### config.mk
export PLATFORM = sky130hd
export DESIGN_NAME = instr_fetch_stage
export DESIGN_NICKNAME = d
export VERILOG_FILES = /design/src/rtl/cpu_pkg.sv /design/src/rtl/instr_fetch_stage_pipe_reg.sv /design/src/rtl/instr_fetch_stage.sv
export SDC_FILE = /design/constraint.sdc
export NUM_CORES = 1
export LEC_CHECK = 0
export CAP_MARGIN = 20
export CELL_PAD_IN_SITES_DETAIL_PLACEMENT = 1
export CELL_PAD_IN_SITES_GLOBAL_PLACEMENT = 1
export CORE_UTILIZATION = 31
export DETAILED_ROUTE_END_ITERATION = 10
export GPL_ROUTABILITY_DRIVEN = 1
export GPL_TIMING_DRIVEN = 0
export PLACE_DENSITY = 0.8
export SETUP_SLACK_MARGIN = 0.05
export SLEW_MARGIN = 20
export SYNTH_ARGS = -nofsm -noshare
export SYNTH_HDL_FRONTEND = slang
export SYNTH_SLANG_ARGS = --single-unit
### constraint.sdc
create_clock -name clk -period 2.5 [get_ports clk]
set_input_delay 0.5 -clock clk [delete_from_list [all_inputs] [get_ports clk]]
set_output_delay 0.5 -clock clk [all_outputs]
set_load 0.05 [all_outputs]
### src/rtl/cpu_pkg.sv
// Shared definitions for the pipelined LEGv8-subset CPU.
// These are the instruction geometry, the bubble encoding and the IF/ID record layout.
package cpu_pkg;

    localparam int INSTR_W  = 32;
    localparam int OPCODE_W = 11;
    localparam int PC_W     = 64;

    // Opcode 11'h000 decodes to no register writes and no memory access.
    localparam logic [INSTR_W-1:0] NOP_INSTR = 32'h0000_0000;

    typedef struct packed {
        logic [INSTR_W-1:0] instr;
        logic [PC_W-1:0]    pc;
        logic               valid;
    } if_id_t;

endpackage

### src/rtl/instr_fetch_stage_pipe_reg.sv
// Generic enabled pipeline register with synchronous reset and a synchronous clear-to-value.
// Priority is reset > clr > en.
module pipe_reg #(
    parameter int           W       = 1,
    parameter logic [W-1:0] RST_VAL = '0
) (
    input  logic         clk,
    input  logic         reset,
    input  logic         en,
    input  logic         clr,
    input  logic [W-1:0] clr_val,
    input  logic [W-1:0] d,
    output logic [W-1:0] q
);

    always_ff @(posedge clk) begin
        if (reset) begin
            q <= RST_VAL;
        end else if (clr) begin
            q <= clr_val;
        end else if (en) begin
            q <= d;
        end
    end

endmodule

### src/rtl/instr_fetch_stage.sv
// IF stage plus IF/ID register: owns the PC, addresses instruction memory, latches the fetched word.
// Build option: define IF_FLUSH_EN to squash the wrong-path fetch on redirect (default is delay slot).
module instr_fetch_stage #(
    parameter int                ADDR_W   = 64,
    parameter int                INSTR_W  = cpu_pkg::INSTR_W,
    parameter logic [ADDR_W-1:0] RESET_PC = '0
) (
    input  logic                clk,
    input  logic                reset,
    input  logic                stall,
    input  logic                redirect,
    input  logic [ADDR_W-1:0]   redirect_pc,
    output logic [ADDR_W-1:0]   imem_addr,
    input  logic [INSTR_W-1:0]  imem_rdata,
    output logic [INSTR_W-1:0]  if_id_instr,
    output logic [ADDR_W-1:0]   if_id_pc,
    output logic                if_id_valid,
    output logic [10:0]         opcode
);

    import cpu_pkg::*;

    localparam int                IFID_W    = INSTR_W + ADDR_W + 1;
    localparam logic [ADDR_W-1:0] PC_RST    = {RESET_PC[ADDR_W-1:2], 2'b00};
    localparam logic [IFID_W-1:0] IFID_RST  = {INSTR_W'(NOP_INSTR), {ADDR_W{1'b0}}, 1'b0};

    logic [ADDR_W-1:0] pc_p0;
    logic [ADDR_W-1:0] pc_nxt;
    logic              adv;
    logic              ifid_clr;
    logic [IFID_W-1:0] ifid_clr_val;
    logic [IFID_W-1:0] ifid_d;
    logic [IFID_W-1:0] ifid_p1;
    logic              unused_redirect_lsbs;

    // A redirect always advances, even under stall, so the target is never lost.
    assign adv    = ~stall | redirect;
    assign pc_nxt = redirect ? {redirect_pc[ADDR_W-1:2], 2'b00} : pc_p0 + ADDR_W'(4);
    assign unused_redirect_lsbs = ^redirect_pc[1:0];

    // ---- IF: program counter ----
    pipe_reg #(
        .W       (ADDR_W),
        .RST_VAL (PC_RST)
    ) u_pc_reg (
        .clk     (clk),
        .reset   (reset),
        .en      (adv),
        .clr     (1'b0),
        .clr_val ({ADDR_W{1'b0}}),
        .d       (pc_nxt),
        .q       (pc_p0)
    );

    assign imem_addr = pc_p0;
    assign ifid_d    = {imem_rdata, pc_p0, 1'b1};

`ifdef IF_FLUSH_EN
    // The word fetched alongside a taken branch is wrong-path: replace it with a bubble.
    assign ifid_clr     = redirect;
    assign ifid_clr_val = {INSTR_W'(NOP_INSTR), pc_p0, 1'b0};
`else
    assign ifid_clr     = 1'b0;
    assign ifid_clr_val = '0;
`endif

    // ---- IF/ID boundary ----
    pipe_reg #(
        .W       (IFID_W),
        .RST_VAL (IFID_RST)
    ) u_if_id_reg (
        .clk     (clk),
        .reset   (reset),
        .en      (adv),
        .clr     (ifid_clr),
        .clr_val (ifid_clr_val),
        .d       (ifid_d),
        .q       (ifid_p1)
    );

    assign {if_id_instr, if_id_pc, if_id_valid} = ifid_p1;
    assign opcode = if_id_instr[INSTR_W-1 -: OPCODE_W];

endmodule

==> summary.md <==
| Metric | Value |
|---|---|
| Final Hold Viols | `0` |
| Max cap viols | `0` |
| Yosys cell types | `46` |
| Top sig layer | `met4` |
| Via count | `7619` |
| Status | `complete, no violations` |
| PD cells | `650.8 nW/um^2` |
| Critical path fanouts, max | `7` |
| CP Capture Type | `output pin` |
| Synth Flop Type | `dfxtp_1` |
| Drt drc | `0` |
| Startpoint types | `register` |
| Hold_sp | `u_if_id_reg.q[82]$_SDFFE_PP0N_` |
| Clock sinks | `157` |
| Worst flop-to-flop path endpoint | `u_pc_reg.q[58]$_SDFFE_PP0N_` |
| CP startpoint | `u_pc_reg.q[50]$_SDFFE_PP0N_` |
| Fin area | `10700 sq um` |
| Synthesized instance count | `889` |
| # rows | `54` |
| Die Span X | `152.9 um` |
| Worst-margin pin slew | `0.7738 ns` |
| Via/cell ratio | `5.183` |
| Async SR Flop Fraction | `0%` |
| Maximum buffer depth of the clock tree | `2` |
| Initial antenna violation count | `5` |
| Cts-stage hold buffer count | `0` |
| Sequential share of the synthesized area | `44.52%` |
| First-pass GRT wire length | `43810 um` |
| Leading cell types in the layout, fill and taps excluded | `clkdlybuf4s50_1 (263), nand2_1 (219), dfxtp_1 (154)` |
| IO buf count | `264` |
| Largest net degree at the start of global routing | `17` |
| Hold Path Class | `reg2reg` |
| Final WS setup | `0.08649 ns` |
| Cell family with most CP delay | `buffers and inverters` |
| Vias in the first global route | `7897` |
| Final setup fails | `0` |
| Iter 0 DRT Violations | `320` |
| Multi-input logic area | `3511 sq um` |
| Critical Path Stages | `1` |
| Starting density of the core | `31.95%` |
| WL met3 | `1879 um` |
| Critical R2R Launch | `u_pc_reg.q[38]$_SDFFE_PP0N_` |
| Fraction of layout instances using a drive strength above 1 | `6.734%` |
| Critical path class | `reg2out` |
| YS warnings | `0` |
| Rel. slew slack | `48.41%` |
| Area of placed instances | `10060 sq um` |
| Commonest non-fill, non-tap cell in the layout | `clkdlybuf4s50_1` |
| Worst reg2reg setup slack | `0.20 ns` |
| CTS tree | `yes` |
| Pleak | `3.802 nW` |
| Syn Area/Cell | `7.941 sq um` |
| CTS Buf Count | `17` |
| Worst IR Drop VDD | `0.4222 mV` |
| Met2 routed WL | `13690 um` |
| Pre-CTS setup slack | `-0.5411 ns` |
| Synthesized cell area | `7059 sq um` |
| Final estimated routing congestion in global placement | `0.7679` |
| Critical Path Max Stage Delay | `0.90 ns` |
| Hold Path Stages | `2` |
| Area grow syn2layout | `51.61%` |
| Core Area | `22090 sq um` |
| Clock skew | `0.01381 ns` |
| Post-synthesis register bit count | `157` |
| Tmin final | `2.414 ns` |
| Slowest-stage cell, CP | `clkdlybuf4s50_1` |
| H-tree levels | `4` |
| Final Instance Count excl. Fillers | `1470` |
| Final Core Density | `48.44%` |
| First-pass DRT Iterations | `5` |
| IO Pins | `272` |
| Critical Path RT | `2.00 ns` |
| # fillers | `2635` |
| Final net count | `1276` |
| Worst-path cell chain | `clkdlybuf4s50_1` |
| Post-DP HPWL | `20730 um` |
| Final period util | `96.54%` |
| RSZ-0062 raised after global routing | `false` |
| DRT Wirelength | `28070 um` |
| WL/cell | `19.09 um` |
| EDFF count, synth | `0` |
| GRT Overall Usage | `23.93%` |
| WL met1 | `11990 um` |
| Worst r2r path cells | `6` |
| Clock Latency Late Sink | `0.44 ns` |
| Post-DRT Antenna Nets | `0` |
| Critical path arrival | `1.91 ns` |
| Grt total ovfl | `0` |
| Fmax | `0.4143 GHz` |
| Register Area | `3147 sq um` |
| Worst Path Buf+Inv | `1` |
| Die height | `152.9 um` |
| Root Buffer Master | `clkbuf_16` |
| Hold EP | `u_if_id_reg.q[82]$_SDFFE_PP0N_` |
| DIE AREA | `23380 sq um` |
| Dpl cells | `1436` |
| CTS clk-pin slew, worst paths | `0.07 ns` |
| Slew Viols, Final | `0` |
[layout make-up]
class	count	share of cell area (%)
Buffer	82	3.776
Multi-Input combinational cell	640	32.80
Sequential cell	157	29.40
Inverter	12	0.4209
Clock buffer	18	4.010
Antenna cell	2	0.04676
Clock inverter	14	1.485
Tap cell	280	3.273
Timing Repair Buffer	265	24.78
[state kept, by name, indices dropped and copies added, names as in the netlist]
name           cells
u_if_id_reg.q     95
u_pc_reg.q        62
[logic make-up (layout without fill, tap and decap cells)]
group	after synthesis	count (layout)	synth area share (%)
muxes	1	1	0.1418
xor gates and xnor gates	39	39	4.839
adders and majority gates	1	1	0.1772
other	1	6	0.05312
buffers and inverters	95	391	6.381
AOI/OAI and AO/OA	178	178	15.54
and+or+nand+nor	417	417	28.34
DFF	157	157	44.52
[worst max path at each step]
stage | slack [ns] | to
floorplan | 0.05 | u_pc_reg.q[62]$_SDFFE_PP0N_
global placement | -0.47 | u_if_id_reg.q[27]$_SDFFE_PP0N_
detailed placement | -0.54 | u_if_id_reg.q[65]$_SDFFE_PP0N_
CTS | 0.04 | u_if_id_reg.q[65]$_SDFFE_PP0N_
global route | 0.05 | u_pc_reg.q[61]$_SDFFE_PP0N_
finish | 0.09 | imem_addr[50]
[worst reg2reg max path: stages, from the launching register on]
cell,delay [ns]
dfxtp_1,0.50
nand3_1,0.24
nor3_1,0.52
and4_1,0.27
buf_4,0.17
a211oi_1,0.08
a2111oi_1,0.40
[per-layer routing]
layer,vias to the layer above,GRT usage (%)
met1,3672,28.68
met2,259,41.09
met3,36,6.351
met4,0,8.562
li1,3652,-
met5,-,0
[metrics by stage]
step                power, mW  hold slack [ns]  TNS, ns
detailed placement      4.359           0.4435   -39.41
global placement        4.332           0.4383   -36.29
floorplan               3.725           0.6405        0
finish                  6.965           0.4508        0
global route            7.217           0.4618        0
CTS                     7.036           0.4532        0
[cell usage after synthesis, drive strengths merged, types with 2 or more instances]
| library cell | number | area, sq um |
|---|---|---|
| a2111oi | 8 | 93.84 |
| a211oi | 32 | 240.2 |
| a21oi | 103 | 515.5 |
| a311oi | 14 | 122.6 |
| and2 | 3 | 18.77 |
| and3 | 11 | 68.82 |
| and4 | 13 | 116.4 |
| buf | 31 | 210.2 |
| clkbuf | 52 | 195.2 |
| dfxtp | 157 | 3143 |
| inv | 12 | 45.04 |
| nand2 | 219 | 822.0 |
| nand3 | 28 | 145.1 |
| nand4 | 34 | 261.5 |
| nor2 | 62 | 232.7 |
| nor2b | 2 | 12.51 |
| nor3 | 9 | 45.04 |
| nor3b | 2 | 15.01 |
| nor4 | 11 | 90.08 |
| nor4b | 8 | 70.07 |
| o21a | 2 | 15.01 |
| o21ai | 13 | 65.06 |
| o21bai | 3 | 22.52 |
| or3 | 10 | 62.56 |
| or4 | 3 | 22.52 |
| xnor2 | 21 | 183.9 |
| xor2 | 18 | 157.7 |
[power breakdown]
group | internal (mW) | total (mW) | switching (mW)
sequential | 2.65 | 2.83 | 0.177
clock | 1.49 | 2.66 | 1.17
combinational | 0.541 | 1.48 | 0.937
[repair_timing]
item / in CTS / in global routing
setup endpoints to repair: 74 / 63
pin swaps: 1 / 0
gates resized for setup: 4 / 8
buffers inserted: 1 / 0
Power figures use the tool's default switching activity.
